## config.mk

```make
export PLATFORM = sky130hd
export DESIGN_NAME = mem_request_unit_flat
export DESIGN_NICKNAME = d
export VERILOG_FILES = /design/src/rtl/mem_map_pkg.sv /design/src/rtl/mem_request_unit_if.sv /design/src/rtl/mem_range_check.sv /design/src/rtl/mem_request_unit.sv /design/src/flat_wrapper.sv
export SDC_FILE = /design/constraint.sdc
export NUM_CORES = 1
export LEC_CHECK = 0
export CAP_MARGIN = 0
export CORE_AREA = 2 2 326 328
export DETAILED_ROUTE_END_ITERATION = 8
export DIE_AREA = 0 0 328 330
export GPL_TIMING_DRIVEN = 0
export SETUP_SLACK_MARGIN = 0.05
export SLEW_MARGIN = 20
export SYNTH_ARGS = -nofsm -noshare
export SYNTH_HDL_FRONTEND = slang
export SYNTH_SLANG_ARGS = --single-unit
```

## constraint.sdc

```tcl
create_clock -name clk -period 43.9 [get_ports clk]
set_input_delay 8.78 -clock clk [delete_from_list [all_inputs] [get_ports clk]]
set_output_delay 8.78 -clock clk [all_outputs]
set_load 0.005 [all_outputs]
```

## src/rtl/mem_map_pkg.sv

```systemverilog
// Data-port memory map, access-window helper and request sequencer state encoding.
package mem_map_pkg;

  localparam int unsigned ADDR_W    = 32;
  localparam int unsigned WORD_W    = 32;
  localparam int unsigned DATA_W    = 192;
  localparam int unsigned VEC_WORDS = 6;

  localparam int unsigned ROM_BASE  = 1000;
  localparam int unsigned ROM_WORDS = 256;
  localparam int unsigned RAM_BASE  = 31000;
  localparam int unsigned RAM_WORDS = 1024;

  // One extra bit so addr + VEC_WORDS - 1 can never wrap back into a window.
  typedef logic [ADDR_W:0] ext_addr_t;

  typedef enum logic [1:0] {
    IDLE  = 2'd0,
    ISSUE = 2'd1,
    WAIT  = 2'd2,
    RESP  = 2'd3
  } mem_req_state_t;

  function automatic logic in_window(input ext_addr_t a, input int unsigned base,
                                     input int unsigned words);
    return (a >= ext_addr_t'(base)) && (a < ext_addr_t'(base + words));
  endfunction

endpackage

```

## src/rtl/mem_request_unit_if.sv

```systemverilog
// Request/response handshake between the execute/memory stage and the request unit.
interface mem_request_unit_if;
  import mem_map_pkg::*;

  logic                req_valid;
  logic                req_ready;
  logic                req_we;
  logic                req_vec;
  logic [ADDR_W-1:0]   req_addr;
  logic [DATA_W-1:0]   req_wdata;
  logic                resp_valid;
  logic [DATA_W-1:0]   resp_rdata;
  logic                resp_err;

  modport master (
    output req_valid, req_we, req_vec, req_addr, req_wdata,
    input  req_ready, resp_valid, resp_rdata, resp_err
  );

  modport slave (
    input  req_valid, req_we, req_vec, req_addr, req_wdata,
    output req_ready, resp_valid, resp_rdata, resp_err
  );
endinterface

```

## src/rtl/mem_range_check.sv

```systemverilog
// Combinational legality check of a data access against the ROM and RAM windows.
module mem_range_check
  import mem_map_pkg::*;
(
  input  logic [ADDR_W-1:0] addr,
  input  logic              we,
  input  logic              vec,
  output logic              legal
);

  ext_addr_t first;
  ext_addr_t last;

  assign first = {1'b0, addr};
  assign last  = first + (vec ? ext_addr_t'(VEC_WORDS - 1) : ext_addr_t'(0));

  // Both ends of the access must fall in the same window; ROM never accepts stores.
  assign legal = (in_window(first, ROM_BASE, ROM_WORDS) && in_window(last, ROM_BASE, ROM_WORDS) && !we)
              || (in_window(first, RAM_BASE, RAM_WORDS) && in_window(last, RAM_BASE, RAM_WORDS));

endmodule

```

## src/rtl/mem_request_unit.sv

```systemverilog
// Initiator-side sequencer for the memory controller data port: one request at a time,
// range-checked, with a single-cycle issue, read-latency wait and a registered response pulse.
module mem_request_unit
  import mem_map_pkg::*;
#(
  parameter int unsigned READ_LATENCY = 1
)
(
  input  logic              clk,
  input  logic              rst,
  mem_request_unit_if.slave req,
  output logic              we,
  output logic              VecOp,
  output logic [ADDR_W-1:0] address,
  output logic [DATA_W-1:0] wd,
  input  logic [DATA_W-1:0] rd
);

  localparam logic [2:0] LAT_INIT = 3'(READ_LATENCY - 1);

  mem_req_state_t    state_reg, state_next;
  logic              store_reg, store_next;
  logic [2:0]        cnt_reg, cnt_next;
  logic              we_reg, we_next;
  logic              vec_op_reg, vec_op_next;
  logic [ADDR_W-1:0] address_reg, address_next;
  logic [DATA_W-1:0] wd_reg, wd_next;
  logic              resp_valid_reg, resp_valid_next;
  logic              resp_err_reg, resp_err_next;
  logic [DATA_W-1:0] resp_rdata_reg, resp_rdata_next;
  logic              legal;

  mem_range_check u_range_check (
    .addr  (req.req_addr),
    .we    (req.req_we),
    .vec   (req.req_vec),
    .legal (legal)
  );

  always_ff @(posedge clk or posedge rst) begin
    if (rst) begin
      state_reg      <= IDLE;
      store_reg      <= 1'b0;
      cnt_reg        <= '0;
      we_reg         <= 1'b0;
      vec_op_reg     <= 1'b0;
      address_reg    <= '0;
      wd_reg         <= '0;
      resp_valid_reg <= 1'b0;
      resp_err_reg   <= 1'b0;
      resp_rdata_reg <= '0;
    end else begin
      state_reg      <= state_next;
      store_reg      <= store_next;
      cnt_reg        <= cnt_next;
      we_reg         <= we_next;
      vec_op_reg     <= vec_op_next;
      address_reg    <= address_next;
      wd_reg         <= wd_next;
      resp_valid_reg <= resp_valid_next;
      resp_err_reg   <= resp_err_next;
      resp_rdata_reg <= resp_rdata_next;
    end
  end

  // Bus and response registers are loaded one state early so every output is a flop.
  always_comb begin
    state_next      = state_reg;
    store_next      = store_reg;
    cnt_next        = cnt_reg;
    we_next         = 1'b0;
    vec_op_next     = vec_op_reg;
    address_next    = address_reg;
    wd_next         = '0;
    resp_valid_next = 1'b0;
    resp_err_next   = 1'b0;
    resp_rdata_next = '0;

    case (state_reg)
      IDLE: begin
        vec_op_next  = 1'b0;
        address_next = '0;
        if (req.req_valid) begin
          store_next = req.req_we;
          cnt_next   = LAT_INIT;
          if (legal) begin
            state_next   = ISSUE;
            we_next      = req.req_we;
            vec_op_next  = req.req_vec;
            address_next = req.req_addr;
            wd_next      = req.req_vec ? req.req_wdata
                                       : {{(DATA_W - WORD_W){1'b0}}, req.req_wdata[WORD_W-1:0]};
          end else begin
            state_next      = RESP;
            resp_valid_next = 1'b1;
            resp_err_next   = 1'b1;
          end
        end
      end
      ISSUE, WAIT: begin
        if (state_reg == ISSUE && store_reg) begin
          state_next      = RESP;
          resp_valid_next = 1'b1;
          vec_op_next     = 1'b0;
          address_next    = '0;
        end else if (cnt_reg == 3'd0) begin
          state_next      = RESP;
          resp_valid_next = 1'b1;
          resp_rdata_next = vec_op_reg ? rd : {{(DATA_W - WORD_W){1'b0}}, rd[WORD_W-1:0]};
          vec_op_next     = 1'b0;
          address_next    = '0;
        end else begin
          state_next = WAIT;
          cnt_next   = cnt_reg - 3'd1;
        end
      end
      RESP: begin
        state_next = IDLE;
      end
      default: begin
        state_next = IDLE;
      end
    endcase
  end

  assign req.req_ready  = (state_reg == IDLE);
  assign req.resp_valid = resp_valid_reg;
  assign req.resp_err   = resp_err_reg;
  assign req.resp_rdata = resp_rdata_reg;

  assign we      = we_reg;
  assign VecOp   = vec_op_reg;
  assign address = address_reg;
  assign wd      = wd_reg;

endmodule

```

## src/flat_wrapper.sv

```systemverilog
// flat-port wrapper written by rule: the top's interface ports become plain ports
module mem_request_unit_flat import mem_map_pkg::*;
#(
  parameter int unsigned READ_LATENCY = 1
)
  (clk, rst, we, VecOp, address, wd, rd, req_req_valid, req_req_we, req_req_vec, req_req_addr, req_req_wdata, req_req_ready, req_resp_valid, req_resp_rdata, req_resp_err);
  mem_request_unit_if req_i ();
  input  logic clk;
  input  logic rst;
  output logic we;
  output logic VecOp;
  output logic [ADDR_W-1:0] address;
  output logic [DATA_W-1:0] wd;
  input  logic [DATA_W-1:0] rd;
  input wire logic [$bits(req_i.req_valid)-1:0] req_req_valid;
  input wire logic [$bits(req_i.req_we)-1:0] req_req_we;
  input wire logic [$bits(req_i.req_vec)-1:0] req_req_vec;
  input wire logic [$bits(req_i.req_addr)-1:0] req_req_addr;
  input wire logic [$bits(req_i.req_wdata)-1:0] req_req_wdata;
  output wire logic [$bits(req_i.req_ready)-1:0] req_req_ready;
  output wire logic [$bits(req_i.resp_valid)-1:0] req_resp_valid;
  output wire logic [$bits(req_i.resp_rdata)-1:0] req_resp_rdata;
  output wire logic [$bits(req_i.resp_err)-1:0] req_resp_err;
  assign req_i.req_valid = req_req_valid;
  assign req_i.req_we = req_req_we;
  assign req_i.req_vec = req_req_vec;
  assign req_i.req_addr = req_req_addr;
  assign req_i.req_wdata = req_req_wdata;
  assign req_req_ready = req_i.req_ready;
  assign req_resp_valid = req_i.resp_valid;
  assign req_resp_rdata = req_i.resp_rdata;
  assign req_resp_err = req_i.resp_err;
  mem_request_unit #(.READ_LATENCY(READ_LATENCY)) u_core (.clk(clk), .rst(rst), .req(req_i), .we(we), .VecOp(VecOp), .address(address), .wd(wd), .rd(rd));
endmodule
```

==> results.cfg, run 1 <==
[detailed_routing]
vias = 13400
routed_wl_um = 80100
wl_per_cell_um = 22.3
drtPass1Iterations = 5
vias_per_cell = 3.72
drtIter0Drc = 682
ant_nets = 0
drc = 0

[place]
place_congestion = 0.868
placed_cells = 3499
hpwl_um = 63700
dpl_cell_area_um2 = 26300
port_buffers = 839
post-place-ws_ns = 31.37

[final_layout]
n_fill_cell = 11000
instances_no_fill = 3599
final_cell_mix = clkdlybuf4s50_1, dfrtp_1, and3_1, nand2_1, inv_1
final_common_cell = clkdlybuf4s50_1
synthToLayoutAreaGrowth_pct = 75.7
post-route-util = 0.269
drive_gt1_frac = 0.119
finalInstanceArea_um2 = 28100
nets = 2593

[timing]
rsz0062_at_grt = no
relSlewSlack = 0.281
drv_slew = 0
finalHoldViolations = 0
finalClockSkew_ns = 0.0375
setup_viol = 0
period_needed_ns = 11.75
tightest_slew_ns = 1.08
setup_tns_ns = 0
fin_crit_sh = 0.268
fin_ws_ns = 32.15
hold-worst-slack_ns = 0.477
fmax_mhz = 85.1

[clocking]
cts_buffers = 54
cts_resized = 0
ctsHoldBuffers = 0
cts_max_path_buffers = 3
post_cts_buffers = 0
cts_tree = done
cts.clk_slew.worst_paths_ns = 0.06
clk_latency_ns = 0.65
cts_root_buf = clkbuf_16
htreeDepth = 2
numClockSinks = 426

[worst_setup_path]
path_cells = clkdlybuf4s50_1 > ha_1 > a31o_2 > a311oi_1 > o31ai_1 > o221ai_1 > mux2i_2 > a32oi_2 > buf_6 > buf_4 > nor4_2
slowest_stage = clkdlybuf4s50_1
end_kind = flip-flop
path_max_fanout = 10
crit_required_ns = 44.36
cp-start-kind = primary input
ff2ff_setup_slack_ns = 40.27
crit_type = in -> reg
cpPeakStageDelay_ns = 0.50
cp.arrival_ns = 12.21

[floorplanning]
die_y_um = 330
core_um2 = 105000
row_count = 119
die_area_um2 = 108000
fp.dieW_um = 328
ioPinCount = 842
start_util = 0.153

[power_and_ir_drop]
total_power_mw = 1.08
leakage_nw = 12.4
ir_drop_uv = 35.3
powerDensity_nw_per_um2 = 38.3

[grt]
grt_pass1_vias = 14000
antenna_found_initial = 13
grt_pass1_wl_um = 108000
grt_max_degree = 99
gr-total-overflow = 0
grt_use_total = 0.142

[logic_synthesis]
avgSynthCellArea_um2 = 12.6
synth_ff_type = dfrtp_1
synthArstFlopShare = 1.00
ys_warn_count = 0
synth_nets = 1694
syn_inst = 1265
synth-edff-count = 0
netlist.top_cell.by_area = dfrtp_1
ys_seq_area_frac = 0.666
yosys-top-cells-area = dfrtp_1, and3_1, nor4_2, nor3_2, nand2_1
ys_ff_latch = 426
synth_area_um2 = 16000
yosysTopAreaCellShare = 0.666
synth_cell_types = 51

[status]
status = finished, final reports clean

[job]
drv_cap = 0

[worst_hold_path]
hold_path_class = reg -> reg
-- final cells by class --
type / count / area (µm²) / share of cell area
tap: 1391 / 1740 / 0.0619
multi-input combinational: 633 / 4460 / 0.159
inverter: 101 / 387 / 0.0138
clock inverter: 31 / 360 / 0.0128
antenna: 2 / 5.00 / 0.000178
clock buffer: 67 / 1490 / 0.0530
sequential: 426 / 10700 / 0.379
timing repair buffer: 843 / 8510 / 0.303
buffer: 105 / 504 / 0.0179
-- critical path, delay by kind of cell --
family | cells | cell delay [ns]
AO/OA/AOI/OAI | 5 | 1.24
buffers and inverters | 3 | 1.01
adder cells (fa/ha/maj) | 1 | 0.43
multiplexers | 1 | 0.38
AND/OR/NAND/NOR | 1 | 0.35
-- power by group --
group          internal [mW]  total (mW)  leakage [nW]  switching, mW
sequential             0.405       0.409          5.93        0.00448
clock                  0.272       0.461         0.919          0.189
combinational         0.0757       0.207          5.56          0.131
total                  0.752        1.08          12.4          0.325
-- cell families after synthesis --
family / count (synthesis) / synth area share
XOR/XNOR: 5 / 0.00274
adder cells (fa/ha/maj): 8 / 0.00626
flip-flops: 426 / 0.666
AND/OR/NAND/NOR: 566 / 0.244
AO/OA/AOI/OAI: 48 / 0.0213
buffers and inverters: 206 / 0.0550
multiplexers: 6 / 0.00407
-- Yosys cell counts, types with 7 or more instances --
cell,count
and2_1,50
and3_1,165
buf_4,7
buf_6,10
clkbuf_1,83
dfrtp_1,426
ha_1,8
inv_1,100
nand2_1,114
nand3_1,8
nor2_1,9
nor3_1,26
nor3_2,57
nor3b_1,32
nor4_1,19
nor4_2,70
o21ai_0,20
-- layer usage --
layer	vias to the layer above	wire [µm]	global-route usage	share of wire
met4	14	1810	0.0359	0.023
li1	6036	-	-	-
met1	6625	31300	0.166	0.39
met2	611	39500	0.243	0.49
met3	110	7390	0.0559	0.092
met5	-	95	0	0.0012
-- path summary, 6_finish.rpt --
kind | from | endpoint | cells past startpoint
setup / recovery | req_req_addr[2] | u_core.wd[69]$_DFF_PP0_ | 11
hold / removal | u_core.address[12]$_DFFE_PP0P_ | u_core.address[12]$_DFFE_PP0P_ | 2
setup reg to reg | u_core.state_reg[0]$_DFFE_PP0P_ | u_core.req.resp_rdata[185]$_DFF_PP0_ | 8
hold reg to reg | u_core.address[12]$_DFFE_PP0P_ | u_core.address[12]$_DFFE_PP0P_ | 2
max in group asynchronous | rst | u_core.wd[163]$_DFF_PP0_ | 4
min in group asynchronous | rst | u_core.req.resp_rdata[0]$_DFF_PP0_ | 2
No activity file was read; power rests on OpenSTA's default activity.
==> run 2: changes to the inputs <==
CORE_AREA = 2 2 324 326   (was 2 2 326 328)
DIE_AREA = 0 0 326 328   (was 0 0 328 330)
clock period = 11.64 ns   (was 43.9 ns; I/O delays follow)
==> results.cfg, run 2 (synthesized netlist as in run 1, its figures left out) <==
[place]
hpwl_um = 65500
place_congestion = 0.894
dpl_cell_area_um2 = 26500
port_buffers = 839
placed_cells = 3501

[floorplanning]
start_util = 0.155
fp.dieW_um = 326
core_um2 = 103000
ioPinCount = 842
die_area_um2 = 107000
die_y_um = 328
row_count = 118

[clocking]
cts_max_path_buffers = 3
cts_buffers = 53
cts_root_buf = clkbuf_16
htreeDepth = 2
cts_resized = 0
numClockSinks = 426
cts.clk_slew.worst_paths_ns = 0.06
cts_tree = done
ctsHoldBuffers = 0
post_cts_buffers = 0
clk_latency_ns = 0.63

[final_layout]
final_common_cell = clkdlybuf4s50_1
drive_gt1_frac = 0.120
synthToLayoutAreaGrowth_pct = 76.4
nets = 2605
finalInstanceArea_um2 = 28200
final_cell_mix = clkdlybuf4s50_1, dfrtp_1, and3_1, nand2_1, inv_1
instances_no_fill = 3601

[power_and_ir_drop]
clkPwrFrac = 0.412
sw_frac_of_total = 0.302
seqPwrFrac = 0.388
powerDensity_nw_per_um2 = 141
p_int_mw = 2.78
ir_drop_uv = 121
pwr-share-comb = 0.200
leakage_nw = 12.5
p_switching_mw = 1.20

[worst_setup_path]
path_max_fanout = 10
path_cells = clkdlybuf4s50_1 > ha_1 > ha_1 > a21o_1 > nor3_1 > a21oi_1 > o221ai_1 > mux2i_2 > a32oi_2 > buf_6 > buf_6 > nor3_1
cp-start-kind = primary input
cpPeakStageDelay_ns = 0.61
cp_top_family = buffers and inverters
end_kind = flip-flop
crit_type = in -> reg
crit_required_ns = 12.10
cp.buffers_inverters = 3
cp.arrival_ns = 6.02
slowest_stage = clkdlybuf4s50_1

[timing]
rsz0062_at_grt = no
setup_tns_ns = 0
relSlewSlack = 0.384
finalHoldViolations = 0
fmax_mhz = 180
drv_slew = 0
setup_viol = 0
tightest_slew_ns = 0.925
finalClockSkew_ns = 0.0275
period_needed_ns = 5.56
fin_crit_sh = 0.478

[grt]
grt_use_total = 0.146
grt_pass1_wl_um = 111000
grt_max_degree = 35
antenna_found_initial = 24
grt_pass1_vias = 14400
gr-total-overflow = 0

[detailed_routing]
drtIter0Drc = 696
routed_wl_um = 81100
vias = 13600
drtPass1Iterations = 5
drc = 0
wl_per_cell_um = 22.5
vias_per_cell = 3.77
ant_nets = 0

[worst_hold_path]
hold_path_class = reg -> reg

[status]
status = finished, final reports clean

[job]
drv_cap = 0
run 2: path summary, 6_finish.rpt:
check,endpoint,startpoint,cells past startpoint,slack [ns]
max reg2reg,u_core.req.resp_rdata[187]$_DFF_PP0_,u_core.state_reg[0]$_DFFE_PP0P_,8,8.05
min reg2reg,u_core.address[26]$_DFFE_PP0P_,u_core.address[26]$_DFFE_PP0P_,1,0.48
max,u_core.wd[171]$_DFF_PP0_,req_req_vec,12,6.08
min in group asynchronous,u_core.req.resp_rdata[6]$_DFF_PP0_,rst,2,2.12
min,u_core.address[26]$_DFFE_PP0P_,u_core.address[26]$_DFFE_PP0P_,1,0.48
max in group asynchronous,u_core.wd[183]$_DFF_PP0_,rst,7,8.14
run 2: area by class of cell:
cell class / count / area (µm²)
Fill cell: 10800 / 75000
Sequential cell: 426 / 10700
Timing Repair Buffer: 856 / 8770
Multi-Input combinational cell: 633 / 4460
Tap cell: 1380 / 1730
Clock buffer: 75 / 1530
Buffer: 105 / 505
Inverter: 101 / 383
Clock inverter: 20 / 179
Antenna cell: 5 / 12.5
run 2: worst reg2reg max path, delay by kind of cell, from the launching register on:
kind / cells / cell delay (ns)
buf+inv: 4 / 1.72
flops: 1 / 0.40
fa+ha+maj: 1 / 0.27
simple gates: 3 / 1.10
run 2: layer usage:
| layer | track usage | wire [µm] |
|---|---|---|
| met3 | 0.0662 | 8360 |
| met5 | 0 | 121 |
| met2 | 0.245 | 39600 |
| met1 | 0.164 | 30300 |
| met4 | 0.0501 | 2630 |
run 2: metrics by stage:
| step | worst slack [ns] | utilization | power [mW] | hold slack (ns) |
|---|---|---|---|---|
| after floorplan | 3.56 | - | 1.90 | 0.449 |
| after global placement | 0.126 | 0.253 | 2.36 | 0.461 |
| after detailed placement | 5.39 | 0.257 | 2.38 | 0.470 |
| after CTS | 6.06 | 0.273 | 4.06 | 0.485 |
| after global routing | 5.90 | 0.273 | 4.16 | 0.501 |
| final | 6.08 | 0.274 | 3.98 | 0.483 |
run 2: power groups by stage:
stage / logic [mW] / clock network, mW / registers, mW
final: 0.796 / 1.64 / 1.54
after global routing: 0.864 / 1.75 / 1.55
after CTS: 0.816 / 1.70 / 1.55
after detailed placement: 0.813 / 0 / 1.57
after global placement: 0.792 / 0 / 1.57
after floorplan: 0.326 / 0 / 1.57
==> run 3: changes to the inputs <==
clock period = 5.5 ns   (was 11.64 ns; I/O delays follow)
==> results of run 3 <==
The final DEF is identical to that of run 2. Status: finished, final reports clean.
Among the figures that moved: setup slack after placement 5.39 ns -> 0.477 ns; setup slack after layout 6.08 ns -> 1.17 ns; register-to-register setup slack 8.05 ns -> 1.91 ns; total power 3.98 mW -> 8.42 mW; worst IR drop on VDD 121 µV -> 255 µV
==> variant 1, RTL diff (settings of run 2) <==
The 4 states of `mem_req_state_t` get a one-hot encoding in 4 bits.
--- a/src/rtl/mem_map_pkg.sv
+++ b/src/rtl/mem_map_pkg.sv
@@ -14,11 +14,11 @@
   // One extra bit so addr + VEC_WORDS - 1 can never wrap back into a window.
   typedef logic [ADDR_W:0] ext_addr_t;
 
-  typedef enum logic [1:0] {
-    IDLE  = 2'd0,
-    ISSUE = 2'd1,
-    WAIT  = 2'd2,
-    RESP  = 2'd3
+  typedef enum logic [3:0] {
+    IDLE  = 4'b0001,
+    ISSUE = 4'b0010,
+    WAIT  = 4'b0100,
+    RESP  = 4'b1000
   } mem_req_state_t;
 
   function automatic logic in_window(input ext_addr_t a, input int unsigned base,
Function: no difference found for any inputs over 4 cycles, from zero or initial values and one cycle with rst high; so few cycles prove little.
==> variant 1 against run 2 <==
Non-clock buffer count unchanged. Die area is the same. Synthesized cell count decreased by 12%. Wire length decreased by 7.6%. Sequential cell count grew 2. Design area is 0.58% lower. First-iteration DRC count shrank 2.9%. Cell count shrank 4.4%. Worst setup slack worse by 460 ps. Synthesized area fell by 0.73%. Worst hold slack got worse by 5.5 ps. Largest cell class unchanged.
Power is not compared: it rests on default switching activity, and its combinational part moved more than twofold at a synthesized area within 25%.
==> variant 1: results <==
[global_route]
grt_first_pass_wirelength_um = 103300
grt_max_degree = 34
grt_pass1_vias = 13980
grt_usage_pct = 13.48

[yosys]
synth_nets = 1538
synth_cell_types = 52
synth-compound-area-share_pct = 2.568
muxShareOfSynthArea_pct = 0.1418
ys_seq_area_share_pct = 67.43
synth.area.top_cells = "dfrtp_1, nor4b_2, and3_1"
synth_fa_ha_area_share_pct = 0.3938
synthXorXnorAreaFrac_pct = 0.2757

[drt]
drt-wirelength-per-cell_um = 21.75
drt_iter0_drc = 676
vias = 13021
routed_wirelength_um = 74900

[place]
post-dp-hpwl_um = 60220
dp_slack_ps = 4797
port_buffers = 838

[cts]
cts_buffers = 52
clkLatencyLatePin_ps = 610

[status]
status = "complete, no violations"

[sta]
fin_skew_ps = 21.16
finalHoldWorstSlack_ps = 477.5

[setup_path]
reg2regPathDepth = 5

[min_path]
hold_end = "u_core.address[10]"
hold_depth = 2

[cells_and_area]
final_net_count = 2445
variant 1: cell types whose count changed after synthesis, moves of 10 or more:
cell,change
nor3_1,-23
nor4b_2,+99
nor4b_1,+60
nor4_2,-70
buf_2,+13
nor3_2,-55
o31ai_1,+11
clkbuf_1,-10
nor4_1,-14
inv_1,-83
nand2_1,-87
variant 1: critical path, cell delays in order:
cell and delay [ps]:
clkdlybuf4s50_1 530, ha_1 270, ha_1 300, nor2_1 100, o2bb2ai_1 170, nor2_1 100
nor3_1 70, nor3_2 270, nand3_1 630, clkbuf_1 480, clkbuf_1 320, nor3b_1 820
variant 1: routing by layer:
| metal | part of all wire, % | track usage (%) | wire (um) |
|---|---|---|---|
| met5 | 0.14 | 0 | 107 |
| met4 | 2.3 | 3.807 | 1741 |
| met1 | 39 | 16.01 | 29290 |
| met2 | 49 | 22.53 | 36570 |
| met3 | 9.6 | 5.260 | 7190 |
variant 1: cell type report:
type	instances	area, um2
Clock buffer	77	1548
Multi-Input combinational cell	558	4573
Timing Repair Buffer	853	8696
Clock inverter	16	183.9
Tap cell	1380	1727
Antenna cell	6	15.01
Fill cell	10589	75140
Inverter	18	71.32
Buffer	108	535.5
Sequential cell	428	10710
variant 1: worst max path at each step:
| stage | from | end | slack [ps] | cells after the start |
|---|---|---|---|---|
| floorplan | rst | u_core.VecOp | 3540 | 1 |
| global placement | rst | u_core.req.resp_rdata[181] | 70 | 2 |
| detailed placement | req_req_addr[0] | u_core.wd[9] | 4800 | 12 |
| CTS | req_req_addr[0] | u_core.wd[9] | 5460 | 12 |
| global route | req_req_addr[0] | u_core.wd[9] | 5430 | 12 |
| finish | req_req_addr[0] | u_core.wd[9] | 5620 | 12 |
==> variant 2, RTL diff (flow settings as in run 2) <==
Made on the original files. Set the package constant `DATA_W` to 200 (it was 192).
--- a/src/rtl/mem_map_pkg.sv
+++ b/src/rtl/mem_map_pkg.sv
@@ -3,7 +3,7 @@
 
   localparam int unsigned ADDR_W    = 32;
   localparam int unsigned WORD_W    = 32;
-  localparam int unsigned DATA_W    = 192;
+  localparam int unsigned DATA_W    = 200;
   localparam int unsigned VEC_WORDS = 6;
 
   localparam int unsigned ROM_BASE  = 1000;
Interface: changed (resized rd, req_req_wdata, req_resp_rdata and wd); port bits go from 842 to 874. No check against the original RTL was run, so the function may have changed too.
==> variant 2 against run 2 <==
Via count down 7.7%. Power down 1.5%. Design area down 1.6%. Utilization down 0.43 points. First-iteration DRC count down 14%. Worst setup slack worse by 490 ps. Register-to-register slack better by 780 ps. Wire length down 11%. Synthesized area down 5.0%. Highest routed layer unchanged. Die area unchanged. Clock skew down 9.1 ps. Sequential cell count up 16.
==> variant 2: results <==
[yosys]
synth_nets = 1565
netlist_top_cells_count = "dfrtp_1, and3_1, and2_1, clkbuf_1, nand2_1"
ys_seq_area_share_pct = 72.75
async_flop_share_pct = 100.0
synth_edf_count = 0
synth_ff_type = "dfrtp_1"
synth.area.top_cells = "dfrtp_1, and3_1, and2_1"
synth_cell_types = 48
syn_avg_cell_area_um2 = 13.58
ys_warn_count = 0

[place]
post-dp-hpwl_um = 59080
dp.cells = 3388
port_buffers = 873
gp_congestion = 0.8815
place_area_um2 = 25970
dp_slack_ps = 5003

[power_and_ir_drop]
p_seq_share_pct = 40.7
combPwrFrac_pct = 15.5
sw_frac_of_total_pct = 26.21
p_leak_nw = 13.27
ir_worst_vdd_v = 0.00009374
comb_power_mw = 0.609

[cts]
cts_buffers = 52
cts-htree-levels = 2
path_clk_slew_ps = 60
clkLatencyLatePin_ps = 610
clockRootBuffer = "clkbuf_16"
postCtsSetupRepairBufs = 0
cts.repair.resized = 0
cts.path.max_buffers = 3

[min_path]
hold_end = "u_core.address[11]"
hp-class = "flip-flop to flip-flop"
hold_depth = 2
worstHoldStart = "u_core.address[11]"

[sta]
fin_skew_ps = 18.36
finalHoldWorstSlack_ps = 473.2
relSlewSlack_pct = 32.54

[cells_and_area]
drive_gt1_share_pct = 6.508
fillCellCount = 10666
final_net_count = 2508
instances_no_fill = 3487

[setup_path]
r2r_start = "u_core.state_reg[0]"
r2r-end = "u_core.req.resp_rdata[198]"
worstPathArrival_ps = 6570
r2r_slack_ps = 8830
critPathMaxFanout = 10
reg2regPathDepth = 8

[status]
status = "complete, no violations"

[global_route]
grt_max_degree = 36
grt_pass1_vias = 13073
antenna_found_initial = 16
grt_first_pass_wirelength_um = 99100
grt_usage_pct = 13.02

[drt]
drt_iter0_drc = 602
detail_route.first_pass.iterations = 5
routed_wirelength_um = 72340
vias_per_cell = 3.597
## variant 2: cell type report
| class | count | area (um2) | area share, % |
|---|---|---|---|
| plain buffers | 84 | 510.5 | 1.837 |
| inverters | 16 | 63.81 | 0.2297 |
| clock inverters | 21 | 265.3 | 0.9547 |
| multi-input cells | 578 | 3575 | 12.87 |
| repair buffers | 889 | 9050 | 32.57 |
| flip-flops and latches | 442 | 11060 | 39.81 |
| clock buffers | 75 | 1529 | 5.503 |
| diodes | 2 | 5.005 | 0.01801 |
| well taps | 1380 | 1727 | 6.214 |
## variant 2: worst max-delay path by stage
stage	start	endpoint	slack [ps]	cells after the start
6_report	req_req_vec	u_core.wd[181]	5590	13
5_1_grt	req_req_vec	u_core.wd[181]	5410	13
4_1_cts	req_req_vec	u_core.wd[181]	5630	13
3_5_place_dp	req_req_vec	u_core.wd[181]	5000	13
3_3_place_gp	rst	u_core.wd[111]	160	2
2_1_floorplan	rst	u_core.VecOp	3340	1
## variant 2: critical path: stages
cell             delay [ps]
clkdlybuf4s50_1         790
ha_1                    440
ha_1                    230
and2_1                  200
o21ai_0                 200
nand3_1                  90
a2111oi_0               720
mux2i_1                 240
nor3_2                  320
o21ba_4                 280
buf_6                   250
buf_6                   200
and3_1                  240
## variant 2: kinds of logic after synthesis
logic type / share of synthesized area, %
compound gates: 2.008
xor+xnor: 0.3292
fa+ha+maj: 0.6584
buf+inv: 3.744
flops: 72.75
mux: 0.06584
simple gates: 20.45
## variant 2: metal layers
metal,global-route usage [%],up-vias,routed length [um],part of all wire (%)
li1,-,5688,-,-
met1,14.29,6108,26900,37
met2,22.31,602,36250,50
met3,5.205,128,6381,8.8
met4,5.430,16,2703,3.7
met5,0,-,100,0.14
